`config.mk`:
```
export PLATFORM = sky130hd
export DESIGN_NAME = codec_intf
export DESIGN_NICKNAME = d
export VERILOG_FILES = /design/src/rtl/codec_intf.sv
export SDC_FILE = /design/constraint.sdc
export NUM_CORES = 1
export LEC_CHECK = 0
export CAP_MARGIN = 20
export CELL_PAD_IN_SITES_DETAIL_PLACEMENT = 0
export CELL_PAD_IN_SITES_GLOBAL_PLACEMENT = 1
export CORE_MARGIN = 2
export CORE_UTILIZATION = 50
export DETAILED_ROUTE_END_ITERATION = 10
export DONT_BUFFER_PORTS = 1
export PLACE_DENSITY_LB_ADDON = 0.1
export SLEW_MARGIN = 15
export SYNTH_ARGS = -nofsm -noshare
export SYNTH_HDL_FRONTEND = slang
export SYNTH_SLANG_ARGS = --single-unit
export TNS_END_PERCENT = 50
```
`constraint.sdc`:
```
create_clock -name clk -period 6.9 [get_ports clk]
set_input_delay 0.69 -clock clk [delete_from_list [all_inputs] [get_ports clk]]
set_output_delay 0.69 -clock clk [all_outputs]
set_load 0.02 [all_outputs]
```
`src/rtl/codec_intf.sv`:
```
// I2S-style codec interface: clock/reset generation, ADC deserialiser, DAC serialiser. Optional CODEC_LOOPBACK_EN adds lpbk.
// Latency: ADC pair out at cnt 0x010 (valid at 0x011) one frame after capture; DAC pair loaded at cnt 0x01F, shifted on SCLK falls.
// Backpressure: none; fixed frame timing, core must accept the valid strobe and hold lft_in/rht_in around the load clk.
module codec_intf #(
    parameter logic [9:0] CNT_RST     = 10'h200,
    parameter int         RSTN_FRAMES = 1
) (
    input  logic        clk,
    input  logic        rst_n,
`ifdef CODEC_LOOPBACK_EN
    input  logic        lpbk,
`endif
    input  logic [15:0] lft_in,
    input  logic [15:0] rht_in,
    input  logic        SDout,
    output logic [15:0] lft_out,
    output logic [15:0] rht_out,
    output logic        valid,
    output logic        LRCLK,
    output logic        SCLK,
    output logic        MCLK,
    output logic        RSTn,
    output logic        SDin
);

    localparam int FW = (RSTN_FRAMES > 1) ? $clog2(RSTN_FRAMES) : 1;

    typedef enum logic [1:0] {
        S_RESET,
        S_CODEC_RST,
        S_SETTLE,
        S_RUN
    } state_t;

    state_t         r_state;
    state_t         w_state_nxt;
    logic [FW-1:0]  r_frm;
    logic [FW-1:0]  w_frm_nxt;
    logic [9:0]     r_cnt;
    logic [31:0]    r_rx_shft;
    logic [31:0]    r_tx_shft;
    logic [15:0]    r_lft;
    logic [15:0]    r_rht;
    logic           r_valid;
    logic           r_rstn;

    logic           w_wrap;
    logic           w_sclk_rise;
    logic           w_sclk_fall;
    logic           w_tx_load;
    logic           w_capture;
    logic           w_rx_bit;

    assign w_wrap      = (r_cnt == 10'h3FF);
    assign w_sclk_rise = (r_cnt[4:0] == 5'h0F);
    assign w_sclk_fall = (r_cnt[4:0] == 5'h1F);
    assign w_tx_load   = (r_cnt == 10'h01F);
    assign w_capture   = (r_cnt == 10'h010);

`ifdef CODEC_LOOPBACK_EN
    assign w_rx_bit = lpbk ? r_tx_shft[31] : SDout;
`else
    assign w_rx_bit = SDout;
`endif

    // Codec clocks come straight off counter flops, so they never glitch.
    assign LRCLK   = r_cnt[9];
    assign SCLK    = r_cnt[4];
    assign MCLK    = r_cnt[1];
    assign RSTn    = r_rstn;
    assign SDin    = r_tx_shft[31];
    assign lft_out = r_lft;
    assign rht_out = r_rht;
    assign valid   = r_valid;

    always_comb begin
        w_state_nxt = r_state;
        w_frm_nxt   = r_frm;
        case (r_state)
            // A wrap seen in the one-clk RESET state still counts toward the codec reset.
            S_RESET, S_CODEC_RST: begin
                w_state_nxt = S_CODEC_RST;
                if (w_wrap) begin
                    if (r_frm == FW'(RSTN_FRAMES - 1)) begin
                        w_state_nxt = S_SETTLE;
                    end else begin
                        w_frm_nxt = r_frm + FW'(1);
                    end
                end
            end
            S_SETTLE: begin
                if (w_wrap) begin
                    w_state_nxt = S_RUN;
                end
            end
            S_RUN: begin
                w_state_nxt = S_RUN;
            end
            default: begin
                w_state_nxt = S_RESET;
            end
        endcase
    end

    always_ff @(posedge clk or negedge rst_n) begin
        if (!rst_n) begin
            r_state <= S_RESET;
            r_frm   <= '0;
            r_rstn  <= 1'b0;
        end else begin
            r_state <= w_state_nxt;
            r_frm   <= w_frm_nxt;
            r_rstn  <= (w_state_nxt == S_SETTLE) || (w_state_nxt == S_RUN);
        end
    end

    always_ff @(posedge clk or negedge rst_n) begin
        if (!rst_n) begin
            r_cnt <= CNT_RST;
        end else begin
            r_cnt <= r_cnt + 10'd1;
        end
    end

    // Word is complete at cnt 0x010: its last bit was taken on the 0x00F rise.
    always_ff @(posedge clk or negedge rst_n) begin
        if (!rst_n) begin
            r_rx_shft <= '0;
            r_lft     <= '0;
            r_rht     <= '0;
            r_valid   <= 1'b0;
        end else begin
            if (w_sclk_rise) begin
                r_rx_shft <= {r_rx_shft[30:0], w_rx_bit};
            end
            if (w_capture) begin
                r_lft <= r_rx_shft[31:16];
                r_rht <= r_rx_shft[15:0];
            end
            r_valid <= w_capture && (r_state == S_RUN);
        end
    end

    // Load lands on the 0x01F fall so the MSB sits behind the I2S one-bit delay slot.
    always_ff @(posedge clk or negedge rst_n) begin
        if (!rst_n) begin
            r_tx_shft <= '0;
        end else if (w_tx_load) begin
            r_tx_shft <= {lft_in, rht_in};
        end else if (w_sclk_fall) begin
            r_tx_shft <= {r_tx_shft[30:0], 1'b0};
        end
    end

endmodule
```
-- Word level (Yosys, flattened, before mapping)
Index checks and enable logic that the tools add are counted.
- register bits: 111
- output and inout bits: 38
- add/sub/neg operators: 2
- equal/unequal tests: 10
- mux-type cells: 7
- reductions and logical operators: 6
- operators by type and width (operator ; count):
    $mux W32 ; 2
    $eq A10 B5 Y1 const B ; 2
    $add A10 B1 Y10 const B ; 1
    $eq A10 B10 Y1 const B ; 1
    $eq A2 B2 Y1 const B ; 4
    $mux W2 ; 3
    $pmux W2 S3 ; 1
    $eq A5 B4 Y1 const B ; 1
    $eq A5 B5 Y1 const B ; 1
    $eq A2 B1 Y1 const B ; 1
    $logic_not A2 Y1 ; 1
    $reduce_and A2 Y1 ; 1
    $reduce_bool A2 Y1 ; 1
    $reduce_or A2 Y1 ; 1
    $add A1 B1 Y1 const B ; 1
    $logic_and A1 B1 Y1 ; 1
    $logic_or A1 B1 Y1 ; 1
    $mux W1 ; 1

-- Logic depth before layout (Yosys ltp)
- depth in word-level cells: 5
- depth in mapped cells: 7
- gate-level depth less buffers: 5

-- Least setup slack after synthesis
OpenSTA, ideal clock, no wires.
- path kind: register to register
- start point: register r_cnt[1]
- end point: register r_tx_shft[2]
- arrival time: 2268 ps
- path slack: 4504 ps
- stages on the path, launching flop included: 8
- period minus slack after synthesis: 2396 ps
- cell sequence: dfrtp_1 > ha_1 > and3_1 > ha_1 > clkbuf_1 > buf_1 > mux2_1 > mux2_1
- cells in the longest elaborated chain, start to end: 2
- ends and longest elaborated chain (what ; line ; text):
    start: declaration ; 39 ; logic [9:0] r_cnt;
    start signal: assignment ; 121 ; r_cnt <= r_cnt + 10'd1;
    $eq A10 B5 Y1 or $eq A5 B5 Y1 (tied branches) ; 57, 56 ;
    $mux W32 or $reduce_bool A2 Y1 (tied branches) ; -- ;
    end signal: assignment ; 149 ; r_tx_shft <= {lft_in, rht_in};
    end signal: assignment ; 151 ; r_tx_shft <= {r_tx_shft[30:0], 1'b0};
    end: declaration ; 41 ; logic [31:0] r_tx_shft;
Parallel ways exist; a longest one is shown, timed or not.
A chain may end at the register's enable or synchronous reset.

-- Worst setup path after layout
- start point: register r_cnt[1]
- end point: register r_tx_shft[1]
The elaborated chain is that of the path after synthesis.

==> run_results.csv <==
group,metric,value,unit
outcome,status,"complete, no violations",
critical_path,cp.arrival,2630,ps
cells_and_area,drive_above_1_share,48.99,%
power_and_ir_drop,sw_frac_of_total,22.68,%
cts,cts_max_level,3,
place,dpl_worst_slack,4515,ps
critical_path,crit_path_end_kind,"register",
sta,finalHoldViolCount,0,
place,detailed_place_hpwl,4364,um
yosys,syn_area,4529,um^2
critical_path,r2r_setup_slack,4510,ps
cts,cts_tree,"yes",
critical_path,startpoint_type,"register",
sta,worst_slew_pin_slew,546.4,ps
power_and_ir_drop,pwr-share-seq,63.7,%
cts,clkTransAtPathRegs,100,ps
cells_and_area,multi_input_area,1700,um^2
yosys,yosysTopAreaCell,"dfrtp_1",
cts,numCtsBuffers,9,
yosys,ys_seq_elements,110,
power_and_ir_drop,irDropWorstVdd,0.1102,mV
cts,cts_buffer_depth,2,
critical_path,max_stage_delay,560,ps
sta,tns,0,ps
yosys,ys.warnings.count,0,
cells_and_area,finalNonFillerCells,404,
yosys,synth_top_area_share,60.22,%
routing,drt_iter0_markers,81,
yosys,synth_edf_count,0,
routing,post_drt_via_cell_ratio,5.532,
critical_path,path_depth,6,
yosys,syn_nets,328,
yosys,synthArstFlopShare,100.0,%
place,place_congestion,0.7310,
power_and_ir_drop,p_sw,235.0,uW
sta,max_slew_margin,63.49,%
cts,root_buffer,"clkbuf_8",
critical_path,startpoint,"r_cnt[1]$_DFF_PN0_",
min_path,holdCritPathClass,"in2async",
place,place_inst,387,
sta,finalSetupViolCount,0,
cells_and_area,n_fill_cell,723,
sta,fin_crit_sh,34.65,%
critical_path,worstReg2RegStart,"r_cnt[1]$_DFF_PN0_",
yosys,ys_types,21,
critical_path,critical_path.top_delay_family,"multiplexers",
routing,wirelength,7037,um
global_route,grt_start_max_net_pins,110,
cells_and_area,ff_latch_area,2754,um^2
cts,post-cts-setup-buffers,0,
routing,wire_per_inst,17.42,um
place,dpl_cell_area,4634,um^2
power_and_ir_drop,p_per_area,214.3,nW/um^2
critical_path,crit_chain,"ha_1 > and3_1 > ha_1 > buf_4 > mux2_2 > mux2_1",
job,drv_cap,0,
sta,grt_setup_unrepaired,"no",
sta,period_needed,2391,ps
sta,slew_violations,0,
yosys,synth_top_flop_cell,"dfrtp_1",
power_and_ir_drop,clockPowerShare,33.3,%
sta,fin_skew,13.19,ps
yosys,synth_seq_area_share,60.80,%
global_route,grt_pass1_wl,11550,um
cts,clock_latency,360,ps
power_and_ir_drop,power_leakage,2.286,nW
power_and_ir_drop,p_int,801.1,uW
cells_and_area,antenna_cells,0,
yosys,synth_area_leaders,"dfrtp_1, mux2_2, mux2_1",
cts,clkSinkCount,110,
global_route,grt_overflow_total,0,
routing,num_vias,2235,
routing,drcViolationCount,0,
yosys,avgSynthCellArea,15.67,um^2
critical_path,path_class,"reg2reg",
critical_path,slowest_stage,"dfrtp_1",
critical_path,reg2reg_to,"r_tx_shft[1]$_DFFE_PN0P_",
critical_path,worstPathRequired,7140,ps
floorplan,core.rowCount,34,
yosys,synth_cells,289,
place,port-buffer-count,0,
critical_path,path_max_fanout,32,
cells_and_area,final_area,4835,um^2
routing,drtPass1Iterations,4,
power_and_ir_drop,fin_total_pwr,1.036,mW
global_route,antenna_found_initial,0,
floorplan,die_w,99.18,um
floorplan,die_h,99.18,um
yosys,yosysMostFrequentCell,"mux2_2",
sta,fmax,418.2,MHz
critical_path,critPathBufInv,1,
routing,ant_nets,0,
floorplan,initial_utilization,51.68,%
critical_path,rr_worst_depth,6,
yosys,synth_commonest_cells,"mux2_2, dfrtp_1, mux2_1",
floorplan,core_area,8763,um^2
critical_path,crit_top_cell,"ha_1",
cells_and_area,layout.nets,330,
global_route,grt_pass1_vias,2315,
cells_and_area,area_delta_synth_final,6.740,%
floorplan,dieArea,9836,um^2
sta,setup_ws,4509,ps
floorplan,ios,73,
critical_path,cp-endpoint,"r_tx_shft[1]$_DFFE_PN0P_",
power_and_ir_drop,p_comb_share,3.0,%
global_route,grt_usage,15.02,%
## flip-flops by register name, summed over array words and instances (netlist names)
signal     count
lft_out       16
r_cnt         10
r_rx_shft     32
valid          1
RSTn           1
r_state        2
rht_out       16
r_tx_shft     32
## kinds of logic after synthesis
group / count (synthesis) / synth area share (%)
buf+inv: 18 / 1.657
simple gates: 22 / 3.260
fa+ha+maj: 4 / 1.105
flops: 110 / 60.80
xor+xnor: 7 / 1.354
mux: 128 / 31.82
## what timing repair did
| action | 4_1_cts | 5_1_grt |
|---|---|---|
| resized for setup | 0 | 0 |
| endpoints found under the hold margin | 109 | 0 |
| hold buffers | 1 | 0 |
## final cells by class
class / instances / share of cell area, %
inverter: 4 / 0.3106
clock inverter: 7 / 1.009
multi-input combinational: 161 / 35.17
timing repair buffer: 5 / 1.190
clock buffer: 9 / 2.562
tap: 108 / 2.795
sequential: 110 / 56.96
## layout by cell type, fill, tap and decap left out, types with 4 or more instances in the layout
cell and count:
ha_1 4, inv_1 4, clkinvlp_4 4, mux2_1 7, clkbuf_8 9, mux2_2 121, xnor2_1 6, dfrtp_1 109
buf_4 4, nand4_1 4
## how the worst min path moves through the flow
stage | startpoint | cells after the start | endpoint | slack [ps]
4_1_cts | rst_n | 0 | r_cnt[9]$_DFF_PN1_ | 140
5_1_grt | rst_n | 0 | r_cnt[9]$_DFF_PN1_ | 130
6_report | rst_n | 0 | r_cnt[9]$_DFF_PN1_ | 170
3_3_place_gp | rst_n | 0 | rht_out[7]$_DFFE_PN0N_ | 400
2_1_floorplan | rst_n | 0 | RSTn$_DFF_PN0_ | 390
3_5_place_dp | rst_n | 0 | rht_out[7]$_DFFE_PN0N_ | 400
## metal layers
layer	track usage, %	up-vias	routed length (um)
li1	-	1027	-
met1	19.21	1151	3125
met2	22.97	52	3298
met3	6.746	5	554
met4	5.058	0	58
met5	0	-	0
## stage by stage
stage | utilization, % | hold slack [ps]
after floorplan | - | 394.4
after global placement | 52.88 | 396.4
after detailed placement | 52.88 | 395.9
after CTS | 55.17 | 141.3
after global routing | 55.17 | 126.9
final | 55.17 | 169.9
## worst reg2reg max path, cell delays in order, from the launching register on
cell	delay [ps]
dfrtp_1	560
ha_1	310
and3_1	230
ha_1	150
buf_4	360
mux2_2	380
mux2_1	280
## power groups by stage
stage | Clock (mW) | Combinational [mW] | Sequential (mW)
global placement | 0 | 0.0172 | 0.673
CTS | 0.363 | 0.0327 | 0.660
global route | 0.390 | 0.0364 | 0.662
detailed placement | 0 | 0.0181 | 0.673
finish | 0.345 | 0.0311 | 0.660
floorplan | 0 | 0.0166 | 0.671
Note: power is estimated with default switching activity, not from simulation.
